File: src/rtl/dma_wb8_pkg.sv
// Shared definitions for the dma_wb8 DMA engine: register offsets, CTRL/STATUS
// bit positions, FSM state encoding and byte-lane helpers.
package dma_wb8_pkg;

  localparam logic [3:0] REG_LEN_LO = 4'h8;
  localparam logic [3:0] REG_LEN_HI = 4'h9;
  localparam logic [3:0] REG_CTRL   = 4'hA;

  localparam int CTRL_START    = 0;
  localparam int CTRL_IE       = 1;
  localparam int CTRL_ABORT    = 2;
  localparam int CTRL_DONE_CLR = 3;

  localparam int STAT_BUSY    = 0;
  localparam int STAT_IE      = 1;
  localparam int STAT_DONE    = 2;
  localparam int STAT_ABORTED = 3;

  typedef enum logic [2:0] {
    ST_IDLE    = 3'd0,
    ST_RD_REQ  = 3'd1,
    ST_RD_WAIT = 3'd2,
    ST_WR_REQ  = 3'd3,
    ST_WR_WAIT = 3'd4,
    ST_NEXT    = 3'd5
  } state_e;

  function automatic logic [31:0] put_byte(input logic [31:0] word, input logic [1:0] idx,
                                           input logic [7:0] b);
    logic [31:0] r;
    r = word;
    r[{idx, 3'b000} +: 8] = b;
    return r;
  endfunction

  function automatic logic [7:0] get_byte(input logic [31:0] word, input logic [1:0] idx);
    return word[{idx, 3'b000} +: 8];
  endfunction

endpackage

File: src/rtl/dma_wb8_if.sv
// Bus bundle for dma_wb8: the 8-bit register responder port and the 8-bit
// Wishbone initiator port. The master modport is the DMA engine's view.
interface dma_wb8_if;
  // Handshake: stb is "valid" on both ports. Responder side: O_wb_ack is stb
  // delayed one cycle. Initiator side: a strobe is taken ("ready") in any cycle
  // with I_m_stall low; I_m_ack later marks the data phase (read data valid).
  logic [3:0]  I_wb_adr;
  logic [7:0]  I_wb_dat;
  logic        I_wb_stb;
  logic        I_wb_we;
  logic [7:0]  O_wb_dat;
  logic        O_wb_ack;
  logic        O_m_cyc;
  logic        O_m_stb;
  logic        O_m_we;
  logic [31:0] O_m_adr;
  logic [7:0]  O_m_dat;
  logic [7:0]  I_m_dat;
  logic        I_m_ack;
  logic        I_m_stall;

  modport master (
    input  I_wb_adr, I_wb_dat, I_wb_stb, I_wb_we, I_m_dat, I_m_ack, I_m_stall,
    output O_wb_dat, O_wb_ack, O_m_cyc, O_m_stb, O_m_we, O_m_adr, O_m_dat
  );

  modport slave (
    output I_wb_adr, I_wb_dat, I_wb_stb, I_wb_we, I_m_dat, I_m_ack, I_m_stall,
    input  O_wb_dat, O_wb_ack, O_m_cyc, O_m_stb, O_m_we, O_m_adr, O_m_dat
  );
endinterface

File: src/rtl/dma_wb8_master.sv
// dma_wb8 copy engine: FSM, Wishbone initiator and the SRC/DST/LEN counters.
// Counters are CPU-writable only while idle.
module dma_wb8_master
  import dma_wb8_pkg::*;
(
  input  logic        clk,
  input  logic        rst,
  input  logic        start,
  input  logic        abort,
  input  logic        reg_wr,
  input  logic [3:0]  reg_adr,
  input  logic [7:0]  reg_dat,
  output logic [31:0] src,
  output logic [31:0] dst,
  output logic [15:0] len,
  output logic        busy,
  output logic        finish,
  output logic        finish_aborted,
  output state_e      state,
  output logic        m_cyc,
  output logic        m_stb,
  output logic        m_we,
  output logic [31:0] m_adr,
  output logic [7:0]  m_dat,
  input  logic [7:0]  m_dat_i,
  input  logic        m_ack,
  input  logic        m_stall
);

  state_e      state_n;
  logic [7:0]  rbuf;
  logic        abort_pend;
  logic [15:0] len_dec;
  logic        stop;

  // A zero-length start passes through NEXT, so LEN must saturate at 0 there.
  assign len_dec = (len == 16'd0) ? 16'd0 : len - 16'd1;
  assign stop    = (len_dec == 16'd0) || abort_pend || abort;
  assign busy    = (state != ST_IDLE);

  always_ff @(posedge clk) begin
    if (rst) state <= ST_IDLE;
    else     state <= state_n;
  end

  always_comb begin
    state_n = state;
    case (state)
      ST_IDLE:    if (start) state_n = (len == 16'd0) ? ST_NEXT : ST_RD_REQ;
      ST_RD_REQ:  if (!m_stall) state_n = ST_RD_WAIT;
      ST_RD_WAIT: if (m_ack) state_n = ST_WR_REQ;
      ST_WR_REQ:  if (!m_stall) state_n = ST_WR_WAIT;
      ST_WR_WAIT: if (m_ack) state_n = ST_NEXT;
      ST_NEXT:    state_n = stop ? ST_IDLE : ST_RD_REQ;
      default:    state_n = ST_IDLE;
    endcase
  end

  always_comb begin
    m_cyc          = 1'b0;
    m_stb          = 1'b0;
    m_we           = 1'b0;
    m_adr          = 32'h0;
    m_dat          = 8'h00;
    finish         = 1'b0;
    finish_aborted = 1'b0;
    case (state)
      ST_RD_REQ:  begin m_cyc = 1'b1; m_stb = 1'b1; m_adr = src; end
      ST_RD_WAIT: begin m_cyc = 1'b1; m_adr = src; end
      ST_WR_REQ:  begin m_cyc = 1'b1; m_stb = 1'b1; m_we = 1'b1; m_adr = dst; m_dat = rbuf; end
      ST_WR_WAIT: begin m_cyc = 1'b1; m_we = 1'b1; m_adr = dst; m_dat = rbuf; end
      ST_NEXT: begin
        finish         = stop;
        finish_aborted = stop & (abort_pend | abort);
      end
      default: ;
    endcase
  end

  always_ff @(posedge clk) begin
    if (rst) begin
      src        <= 32'h0;
      dst        <= 32'h0;
      len        <= 16'h0;
      rbuf       <= 8'h00;
      abort_pend <= 1'b0;
    end else begin
      if (reg_wr && state == ST_IDLE) begin
        case (reg_adr[3:2])
          2'd0: src <= put_byte(src, reg_adr[1:0], reg_dat);
          2'd1: dst <= put_byte(dst, reg_adr[1:0], reg_dat);
          2'd2: begin
            if (reg_adr == REG_LEN_LO)      len[7:0]  <= reg_dat;
            else if (reg_adr == REG_LEN_HI) len[15:8] <= reg_dat;
          end
          default: ;
        endcase
      end
      if (state == ST_RD_WAIT && m_ack) rbuf <= m_dat_i;
      if (state == ST_NEXT && len != 16'd0) begin
        src <= src + 32'd1;
        dst <= dst + 32'd1;
        len <= len_dec;
      end
      if (state == ST_IDLE) abort_pend <= 1'b0;
      else if (abort)       abort_pend <= 1'b1;
    end
  end

endmodule

File: src/rtl/dma_wb8.sv
// dma_wb8 top: 8-bit register front-end plus the dma_wb8_master copy engine.
// Define DMA_WB8_IRQ_EN to build the IE bit and the O_interrupt logic.
module dma_wb8
  import dma_wb8_pkg::*;
#(
  parameter bit CLEAR_ON_START = 1'b1
) (
  input  logic      I_wb_clk,
  input  logic      I_reset,
  dma_wb8_if.master bus,
  output logic      O_interrupt,
  output state_e    dbg_state
);

  logic [31:0] src, dst;
  logic [15:0] len;
  logic        busy, finish, finish_aborted;
  logic        reg_wr, ctrl_wr, start_pulse, abort_pulse, done_clr;
  logic        done_q, aborted_q, ie;
  logic [7:0]  status, rd_mux;

  assign reg_wr      = bus.I_wb_stb & bus.I_wb_we;
  assign ctrl_wr     = reg_wr & (bus.I_wb_adr == REG_CTRL);
  // START and ABORT in one write resolve by the current busy state.
  assign start_pulse = ctrl_wr & bus.I_wb_dat[CTRL_START] & ~busy;
  assign abort_pulse = ctrl_wr & bus.I_wb_dat[CTRL_ABORT] & busy;
  assign done_clr    = ctrl_wr & bus.I_wb_dat[CTRL_DONE_CLR];
  assign status      = {4'b0000, aborted_q, done_q, ie, busy};

  always_comb begin
    rd_mux = 8'h00;
    case (bus.I_wb_adr)
      4'h0, 4'h1, 4'h2, 4'h3: rd_mux = get_byte(src, bus.I_wb_adr[1:0]);
      4'h4, 4'h5, 4'h6, 4'h7: rd_mux = get_byte(dst, bus.I_wb_adr[1:0]);
      REG_LEN_LO:             rd_mux = len[7:0];
      REG_LEN_HI:             rd_mux = len[15:8];
      REG_CTRL:               rd_mux = status;
      default:                rd_mux = 8'h00;
    endcase
  end

  always_ff @(posedge I_wb_clk) begin
    if (I_reset) begin
      bus.O_wb_ack <= 1'b0;
      bus.O_wb_dat <= 8'h00;
      done_q       <= 1'b0;
      aborted_q    <= 1'b0;
    end else begin
      bus.O_wb_ack <= bus.I_wb_stb;
      if (bus.I_wb_stb && !bus.I_wb_we) bus.O_wb_dat <= rd_mux;
      if (finish)                                              done_q <= 1'b1;
      else if (done_clr || (start_pulse && CLEAR_ON_START))    done_q <= 1'b0;
      if (start_pulse)                   aborted_q <= 1'b0;
      else if (finish && finish_aborted) aborted_q <= 1'b1;
    end
  end

`ifdef DMA_WB8_IRQ_EN
  logic irq_q;
  always_ff @(posedge I_wb_clk) begin
    if (I_reset) begin
      ie    <= 1'b0;
      irq_q <= 1'b0;
    end else begin
      if (ctrl_wr) ie <= bus.I_wb_dat[CTRL_IE];
      irq_q <= done_q & ie;
    end
  end
  assign O_interrupt = irq_q;
`else
  assign ie          = 1'b0;
  assign O_interrupt = 1'b0;
`endif

  dma_wb8_master u_master (
    .clk            (I_wb_clk),
    .rst            (I_reset),
    .start          (start_pulse),
    .abort          (abort_pulse),
    .reg_wr         (reg_wr),
    .reg_adr        (bus.I_wb_adr),
    .reg_dat        (bus.I_wb_dat),
    .src            (src),
    .dst            (dst),
    .len            (len),
    .busy           (busy),
    .finish         (finish),
    .finish_aborted (finish_aborted),
    .state          (dbg_state),
    .m_cyc          (bus.O_m_cyc),
    .m_stb          (bus.O_m_stb),
    .m_we           (bus.O_m_we),
    .m_adr          (bus.O_m_adr),
    .m_dat          (bus.O_m_dat),
    .m_dat_i        (bus.I_m_dat),
    .m_ack          (bus.I_m_ack),
    .m_stall        (bus.I_m_stall)
  );

endmodule
File: src/flat_wrapper.sv
// flat-port wrapper written by rule: the top's interface ports become plain ports
module dma_wb8_flat import dma_wb8_pkg::*;
#(
  parameter bit CLEAR_ON_START = 1'b1
)
  (I_wb_clk, I_reset, O_interrupt, dbg_state, bus_I_wb_adr, bus_I_wb_dat, bus_I_wb_stb, bus_I_wb_we, bus_I_m_dat, bus_I_m_ack, bus_I_m_stall, bus_O_wb_dat, bus_O_wb_ack, bus_O_m_cyc, bus_O_m_stb, bus_O_m_we, bus_O_m_adr, bus_O_m_dat);
  dma_wb8_if bus_i ();
  input  logic I_wb_clk;
  input  logic I_reset;
  output logic O_interrupt;
  output state_e dbg_state;
  input wire logic [$bits(bus_i.I_wb_adr)-1:0] bus_I_wb_adr;
  input wire logic [$bits(bus_i.I_wb_dat)-1:0] bus_I_wb_dat;
  input wire logic [$bits(bus_i.I_wb_stb)-1:0] bus_I_wb_stb;
  input wire logic [$bits(bus_i.I_wb_we)-1:0] bus_I_wb_we;
  input wire logic [$bits(bus_i.I_m_dat)-1:0] bus_I_m_dat;
  input wire logic [$bits(bus_i.I_m_ack)-1:0] bus_I_m_ack;
  input wire logic [$bits(bus_i.I_m_stall)-1:0] bus_I_m_stall;
  output wire logic [$bits(bus_i.O_wb_dat)-1:0] bus_O_wb_dat;
  output wire logic [$bits(bus_i.O_wb_ack)-1:0] bus_O_wb_ack;
  output wire logic [$bits(bus_i.O_m_cyc)-1:0] bus_O_m_cyc;
  output wire logic [$bits(bus_i.O_m_stb)-1:0] bus_O_m_stb;
  output wire logic [$bits(bus_i.O_m_we)-1:0] bus_O_m_we;
  output wire logic [$bits(bus_i.O_m_adr)-1:0] bus_O_m_adr;
  output wire logic [$bits(bus_i.O_m_dat)-1:0] bus_O_m_dat;
  assign bus_i.I_wb_adr = bus_I_wb_adr;
  assign bus_i.I_wb_dat = bus_I_wb_dat;
  assign bus_i.I_wb_stb = bus_I_wb_stb;
  assign bus_i.I_wb_we = bus_I_wb_we;
  assign bus_i.I_m_dat = bus_I_m_dat;
  assign bus_i.I_m_ack = bus_I_m_ack;
  assign bus_i.I_m_stall = bus_I_m_stall;
  assign bus_O_wb_dat = bus_i.O_wb_dat;
  assign bus_O_wb_ack = bus_i.O_wb_ack;
  assign bus_O_m_cyc = bus_i.O_m_cyc;
  assign bus_O_m_stb = bus_i.O_m_stb;
  assign bus_O_m_we = bus_i.O_m_we;
  assign bus_O_m_adr = bus_i.O_m_adr;
  assign bus_O_m_dat = bus_i.O_m_dat;
  dma_wb8 #(.CLEAR_ON_START(CLEAR_ON_START)) u_core (.I_wb_clk(I_wb_clk), .I_reset(I_reset), .bus(bus_i), .O_interrupt(O_interrupt), .dbg_state(dbg_state));
endmodule
File: config.mk
export PLATFORM = sky130hd
export DESIGN_NAME = dma_wb8_flat
export DESIGN_NICKNAME = d
export VERILOG_FILES = /design/src/rtl/dma_wb8_pkg.sv /design/src/rtl/dma_wb8_if.sv /design/src/rtl/dma_wb8_master.sv /design/src/rtl/dma_wb8.sv /design/src/flat_wrapper.sv
export SDC_FILE = /design/constraint.sdc
export NUM_CORES = 1
export LEC_CHECK = 0
export CAP_MARGIN = 5
export CELL_PAD_IN_SITES_DETAIL_PLACEMENT = 0
export CELL_PAD_IN_SITES_GLOBAL_PLACEMENT = 2
export CORE_MARGIN = 2
export CORE_UTILIZATION = 37
export DETAILED_ROUTE_END_ITERATION = 8
export GPL_ROUTABILITY_DRIVEN = 0
export PLACE_DENSITY_LB_ADDON = 0.1
export RECOVER_POWER = 50
export SYNTH_ARGS = -nofsm -noshare
export SYNTH_HDL_FRONTEND = slang
export SYNTH_SLANG_ARGS = --single-unit
File: constraint.sdc
create_clock -name I_wb_clk -period 4 [get_ports I_wb_clk]
set_clock_uncertainty 0.1 [all_clocks]
set_input_delay 0.4 -clock I_wb_clk [delete_from_list [all_inputs] [get_ports I_wb_clk]]
set_output_delay 0.4 -clock I_wb_clk [all_outputs]
set_load 0.1 [all_outputs]
==> metrics.md, run 1 <==
| Metric | Value |
|---|---|
| Outcome | `complete, but fails checks` |
| Failing checks | `max-capacitance violations, max-slew violations` |
| Required @ worst endpoint | `4.15 ns` |
| First-pass GRT wire length | `48,000 um` |
| Overall power | `2.96 mW` |
| Slew @ Worst Pin | `~2.7 ns` |
| Fillcell total | `approximately 2.1k` |
| Total wire length | `31,400 um` |
| Core box area | `0.0202 sq mm` |
| IO Pins | `82` |
| Chip width | `about 150 um` |
| Area of the die | `0.0218 sq mm` |
| Via count | `8,154` |
| EDFF count, synth | `0` |
| Unique masters post-synth | `93` |
| Port bufs | `80` |
| Final Hold Violating Endpoints | `0` |
| Gr ovfl total | `0` |
| Synth Area per Inst | `8.09 sq um` |
| Synthesized flop and latch total | `103` |
| Cell Area, Placed | `0.00850 sq mm` |
| Maximum vdd drop | `~0.18 mV` |
| Warnings, synthesis | `0` |
| Final period utilization | `85.9%` |
| Ys async rst share | `0%` |
| Most common cell after layout, fill and taps aside | `dfxtp_1` |
| CTS tree | `yes` |
| Worst setup EP type | `register` |
| Clock transition at path regs | `0.08 ns` |
| Peak Freq | `291 MHz` |
| Area grow syn2layout | `15.2%` |
| Longest Clk Path Bufs | `2` |
| Slew Viols, Final | `roughly 50` |
| Total negative setup slack | `0 ns` |
| Util after Layout | `43.4%` |
| Most frequent cells in the layout | `dfxtp_1, a21oi_1, nand2_1, nor2_1, buf_4` |
| Clock sink count | `103` |
| Drt pass-1 iters | `7` |
| Vias in the first global route | `around 7.7k` |
| Clock latency on the worst-skew pair | `between 0.3 and 0.4 ns` |
| PD cells | `337 mW/mm^2` |
| Crit-path cells | `clkdlybuf4s50_1, inv_1, ha_1, nor4_2, nor3b_2, mux4_2, mux2_2, a221oi_1, nor2_1` |
| Clock root cell | `clkbuf_16` |
| Initial DRC count | `844` |
| Hold_buf cts | `0` |
| Sequential fraction of the synthesis area | `27.0%` |
| CP max FO | `16` |
| Startpoint Class | `input port` |
| Max cap viols | `1` |
| Synthesized instance count | `around 940` |
| Final net count | `1,017` |
| CP delay by family, top | `simple AND/OR/NAND/NOR gates` |
| RSZ-0062 raised after global routing | `false` |
| Residual DRC | `0` |
| Cells after DPL | `around 1.2k` |
| Critical path data arrival time | `about 3.6 ns` |
| Kind of critical path | `in -> reg` |
| Clock period minus worst slack | `3.43 ns` |
| Slowest stage cell, crit path | `nor3b_2` |
| Fraction of layout instances using a drive strength above 1 | `between 10% and 20%` |
| Slew HR | `-79.9%` |
| # Post-CTS Setup Buffers | `0` |
| Vias per inst | `6.48` |
| Initial antenna violation count | `1` |
| Antenna-violating nets left | `0` |
| Detail Placement HPWL | `between 20,000 and 25,000 um` |
| Top_reg_cell synth | `dfxtp_1` |
| HP Class | `reg -> reg` |
| Initial Util | `a little under two fifths` |
| Leak pwr | `3.05 nW` |
| Post-Syn Area | `0.00763 sq mm` |
| Routed len/inst | `25.0 um` |
| Slowest Stage Delay on Critical Path | `0.95 ns` |
| Die Ht | `148 um` |
| Syn_nets | `977` |
| # setup viols final | `0` |
| Cts repair resizes | `0` |
| Fin cells | `1,258` |
| Fin area | `0.00879 sq mm` |
| Ant. Diodes | `0` |
| Core Rows | `52` |
| All-Layer GR Usage | `28.6%` |
| Largest net degree at the start of global routing | `51` |
| Htree depth | `3` |
| Num CTS Buffers | `9` |
| Worst Path Buf+Inv | `2` |
## sequential cells by signal, indices dropped and copies added (netlist names)
| register | flops |
|---|---|
| u_core.bus.O_wb_dat | 8 |
| u_core.done_q | 1 |
| u_core.u_master.src | 32 |
| u_core.u_master.dst | 32 |
| u_core.u_master.abort_pend | 1 |
| u_core.aborted_q | 1 |
| u_core.u_master.rbuf | 8 |
| u_core.bus.O_wb_ack | 1 |
| u_core.u_master.state | 3 |
| u_core.u_master.len | 16 |
## cell type report
cell class | instances | area [sq um] | area share (%)
clock buffer | 10 | 239 | 2.72
clock inverter | 6 | 116 | 1.32
inverter | 16 | 60.1 | 0.683
multi-input combinational | 747 | 5110 | 58.2
sequential | 103 | 2060 | 23.5
tap | 270 | 338 | 3.84
timing repair buffer | 106 | 860 | 9.78
## power breakdown
group          internal [mW]  switching, mW  total [mW]
sequential              1.05         0.0536        1.10
combinational          0.208          0.566       0.774
clock                  0.635          0.449        1.08
total                   1.89           1.07        2.96
## stage by stage
stage	hold slack (ns)	setup slack [ns]
2_1_floorplan	0.346	0.465
3_3_place_gp	0.364	0.455
3_5_place_dp	0.375	0.362
4_1_cts	0.393	0.741
5_1_grt	0.420	0.242
6_report	0.394	0.565
## worst reg2reg max path, delay by kind of cell (launching register included)
kind,cells,cell delay [ns]
AND/OR/NAND/NOR,4,1.53
buffers and inverters,2,0.52
AO/OA/AOI/OAI,2,0.31
flip-flops,1,0.47
adder cells (fa/ha/maj),1,0.25
## logic make-up after synthesis
family / count (synthesis) / synth area share [%]
flops: 103 / 27.0
other cells: 1 / 0.0491
compound gates: 308 / 27.8
xor+xnor: 9 / 1.03
buf+inv: 93 / 5.84
mux: 33 / 7.13
fa+ha+maj: 8 / 1.31
simple gates: 388 / 29.8
## worst paths after layout
path | start | endpoint | slack (ns) | cells past startpoint
max reg2reg | u_core.u_master.len[0] | u_core.u_master.len[3] | 0.70 | 9
min | u_core.u_master.rbuf[2] | u_core.u_master.rbuf[2] | 0.39 | 2
min reg2reg | u_core.u_master.rbuf[2] | u_core.u_master.rbuf[2] | 0.39 | 2
max | bus_I_wb_adr[1] | u_core.bus.O_wb_dat[2] | 0.57 | 9
## routing by layer
layer	track usage (%)	part of all wire, %	vias to the layer above
li1	-	-	3696
met1	39.3	42	3976
met2	44.9	46	418
met3	4.97	8.8	64
met4	11.0	3.6	0
met5	0	0	-
## Yosys cell counts, drive strengths merged (9+ instances only)
library cell    n  area (sq um)
a211oi         17           133
a21o           10          75.1
a21oi          93           465
a221oi         12           111
a22o           33           289
a2bb2oi         9          78.8
a31oi          23           144
and2           15          93.8
and3           13          81.3
buf            45           265
clkbuf         32           120
dfxtp         103          2060
inv            16          60.1
mux2i           9          90.1
mux4           16           364
nand2          88           335
nand3          45           250
nand4          21           189
nor2           84           352
nor3           38           233
nor3b          10           100
nor4           17           198
o211ai         10          75.1
o21ai          41           205
or2             9          56.3
or3            14          92.6
(Power assumes the default switching activity.)
==> inputs of run 2 (changes only) <==
- SETUP_SLACK_MARGIN: default -> 0.1
==> results of run 2 <==
No change in the layout: final DEF, timing and power equal those of run 1.
==> inputs of run 3 (changes only) <==
- ABC_AREA: default -> 1
- CORE_UTILIZATION: 37 -> 33
==> metrics.md, run 3 <==
| Metric | Value |
|---|---|
| Setup crit end | `u_core.u_master.src[8] (was u_core.bus.O_wb_dat[2])` |
| Clock sink count | `103 (unchanged)` |
| Synth Area per Inst | `6.09 sq um (was 8.09 sq um)` |
| Initial antenna violation count | `0 (was 1)` |
| Core Rows | `54 (was 52)` |
| Initial Util | `33.7% (was 37.7%)` |
| CTS tree | `yes (unchanged)` |
| All-Layer GR Usage | `25.4% (was 28.6%)` |
| Worst slack at placement | `0.695 ns (was 0.362 ns)` |
| Routed len/inst | `19.4 um (was 25.0 um)` |
| Synthesized instance count | `1,210 (was 943)` |
| Die Ht | `153 um (was 148 um)` |
| Ys async rst share | `0% (unchanged)` |
| Overall power | `3.55 mW (was 2.96 mW)` |
| # setup viols final | `0 (unchanged)` |
| Worst r2r src | `u_core.u_master.len[0] (unchanged)` |
| IO Pins | `82 (unchanged)` |
| Final Hold Violating Endpoints | `0 (unchanged)` |
| Slew HR | `13.1% (was -79.9%)` |
| Synthesized flop and latch total | `103 (unchanged)` |
| Outcome | `completed (was complete, but fails checks)` |
| Fraction of layout instances using a drive strength above 1 | `10.2% (was 16.3%)` |
| Final net count | `1,301 (was 1,017)` |
| # Post-CTS Setup Buffers | `0 (unchanged)` |
| Clock latency on the worst-skew pair | `0.37 ns (was 0.36 ns)` |
| Ant. Diodes | `0 (unchanged)` |
| Cell Area, Placed | `0.00883 sq mm (was 0.00850 sq mm)` |
| Reg-to-reg endpoint | `u_core.u_master.dst[11] (was u_core.u_master.len[3])` |
| Unique masters post-synth | `37 (was 93)` |
| Htree depth | `3 (unchanged)` |
| Vias in the first global route | `8,080 (was 7,656)` |
| EDFF count, synth | `0 (unchanged)` |
| First-pass GRT wire length | `47,000 um (was 48,000 um)` |
| Syn_nets | `1,244 (was 977)` |
| Num CTS Buffers | `9 (unchanged)` |
| Top-area cell type share of the netlist area | `28.0% (was 27.0%)` |
| Via count | `8,418 (was 8,154)` |
| FF-to-FF setup slack | `1.00 ns (was 0.70 ns)` |
| Drt pass-1 iters | `5 (was 7)` |
| Most frequent cells in the layout | `nand2_1, inv_1, o21ai_0, dfxtp_1, nor2_1 (was dfxtp_1, a21oi_1, nand2_1, nor2_1, buf_4)` |
| Area of the die | `0.0236 sq mm (was 0.0218 sq mm)` |
| Total wire length | `30,200 um (was 31,400 um)` |
| Maximum vdd drop | `0.688 mV (was 0.177 mV)` |
| R2r worst-path depth | `10 (was 9)` |
| PD cells | `389 mW/mm^2 (was 337 mW/mm^2)` |
| RSZ-0062 raised after global routing | `false (unchanged)` |
| HP Class | `reg -> reg (unchanged)` |
| Crit-path cells | `dlygate4sd3_1, clkbuf_1, inv_1, clkbuf_2, o21ai_0, a31oi_1 (was clkdlybuf4s50_1, inv_1, ha_1, nor4_2, nor3b_2, mux4_2, mux2_2, a221oi_1, nor2_1)` |
| CP max FO | `39 (was 16)` |
| Leak pwr | `3.26 nW (was 3.05 nW)` |
| Vias per inst | `5.42 (was 6.48)` |
| Util after Layout | `41.6% (was 43.4%)` |
| Sequential fraction of the synthesis area | `28.0% (was 27.0%)` |
| Post-Syn Area | `0.00737 sq mm (was 0.00763 sq mm)` |
| Area grow syn2layout | `23.6% (was 15.2%)` |
| Cts repair resizes | `0 (unchanged)` |
| Slew Viols, Final | `0 (was 51)` |
| Clock period minus worst slack | `3.46 ns (was 3.43 ns)` |
| Startpoint Class | `input port (unchanged)` |
| Top_reg_cell synth | `dfxtp_1 (unchanged)` |
| Most common cell after layout, fill and taps aside | `nand2_1 (was dfxtp_1)` |
| Fin cells | `1,552 (was 1,258)` |
| Cells after DPL | `1,536 (was 1,242)` |
| WHS | `0.374 ns (was 0.394 ns)` |
| Synth cell count leaders | `nand2_1, inv_1, o21ai_0, dfxtp_1, nor2_1 (was dfxtp_1, a21oi_1, nand2_1, nor2_1, nand3_1)` |
| Hold_buf cts | `0 (unchanged)` |
| Critical path data arrival time | `3.57 ns (was 3.58 ns)` |
| Total negative setup slack | `0 ns (unchanged)` |
| Gr ovfl total | `0 (unchanged)` |
| Setup WS post-layout | `0.535 ns (was 0.565 ns)` |
| Detail Placement HPWL | `23,100 um (was 22,800 um)` |
| Warnings, synthesis | `0 (unchanged)` |
| Antenna-violating nets left | `0 (unchanged)` |
| Port bufs | `80 (unchanged)` |
| Ranking of synthesized cells by area | `dfxtp_1, nand2_1, o21ai_0 (was dfxtp_1, a21oi_1, mux4_2)` |
| Longest Clk Path Bufs | `2 (unchanged)` |
| Initial DRC count | `677 (was 844)` |
| Max cap viols | `0 (was 1)` |
| Peak Freq | `289 MHz (was 291 MHz)` |
| Required @ worst endpoint | `4.10 ns (was 4.15 ns)` |
| Slowest Stage Delay on Critical Path | `0.96 ns (was 0.95 ns)` |
| Core box area | `0.0219 sq mm (was 0.0202 sq mm)` |
| Chip width | `153 um (was 148 um)` |
| Cell taking the most area after synthesis | `dfxtp_1 (unchanged)` |
| Clock transition at path regs | `0.09 ns (was 0.08 ns)` |
| Final period utilization | `86.6% (was 85.9%)` |
| Crit path from | `I_reset (was bus_I_wb_adr[1])` |
| Worst setup EP type | `register (unchanged)` |
| Slew @ Worst Pin | `1.30 ns (was 2.70 ns)` |
| Clock root cell | `clkbuf_16 (unchanged)` |
| Largest regs | `u_core.u_master.dst x32, u_core.u_master.src x32, u_core.u_master.len x16 (unchanged)` |
| Count leader, synth | `nand2_1 (was dfxtp_1)` |
| Residual DRC | `0 (unchanged)` |
| Fin area | `0.00911 sq mm (was 0.00879 sq mm)` |
| Largest net degree at the start of global routing | `65 (was 51)` |
| Kind of critical path | `in -> reg (unchanged)` |
| Slowest stage cell, crit path | `inv_1 (was nor3b_2)` |
==> run 3: cell count changes after synthesis, moves of 33 or more <==
cell / before / now
o22ai_1: 6 / 44
a22o_1: 33 / 0
o21ai_0: 30 / 150
inv_1: 14 / 161
nand2_1: 86 / 249
nand3_1: 40 / 83
a31oi_1: 23 / 57
==> run 3: layout make-up <==
type / count / area, sq um
Sequential cell: 103 / 2060
Tap cell: 280 / 350
Clock inverter: 7 / 86.3
Clock buffer: 9 / 225
Inverter: 175 / 657
Timing Repair Buffer: 95 / 1130
Fill cell: 2472 / 12800
Multi-Input combinational cell: 883 / 4610
==> run 3: how the worst min path moves through the flow <==
stage	from	to	cells past startpoint
after floorplan	u_core.aborted_q	u_core.aborted_q	2
after global placement	u_core.bus.O_wb_dat[2]	u_core.bus.O_wb_dat[2]	2
after detailed placement	u_core.bus.O_wb_dat[2]	u_core.bus.O_wb_dat[2]	2
after CTS	u_core.u_master.rbuf[2]	u_core.u_master.rbuf[2]	2
after global routing	u_core.u_master.rbuf[1]	u_core.u_master.rbuf[1]	2
final	u_core.bus.O_wb_dat[2]	u_core.bus.O_wb_dat[2]	2
==> run 3: kinds of logic (layout without fill, tap and decap cells) <==
| group | count (synthesis) | after routing | share of synthesized area, % |
|---|---|---|---|
| compound gates | 370 | 370 | 28.4 |
| xor+xnor | 7 | 7 | 0.831 |
| fa+ha+maj | 8 | 8 | 1.36 |
| buf+inv | 224 | 286 | 12.1 |
| flops | 103 | 103 | 28.0 |
| other cells | 1 | 1 | 0.0509 |
| simple gates | 497 | 497 | 29.3 |
==> run 3: power breakdown <==
part           total [mW]  internal [mW]  switching, mW  leakage (nW)
Sequential           1.13           1.08         0.0546         0.832
Combinational        1.45          0.320           1.13          2.28
Clock               0.961          0.450          0.511         0.150
Total                3.55           1.85           1.70          3.26
==> run 3: per-layer routing <==
metal	GRT usage [%]	wire, um	up-vias
li1	-	-	4209
met1	35.3	14500	3912
met2	40.3	13300	263
met3	4.51	1670	34
met4	7.86	716	0
met5	0	0	-
==> run 3: critical path: cells and delay by family <==
family                 cells  cell delay, ns
AOI/OAI and AO/OA          2            0.24
buffers and inverters      4            2.90
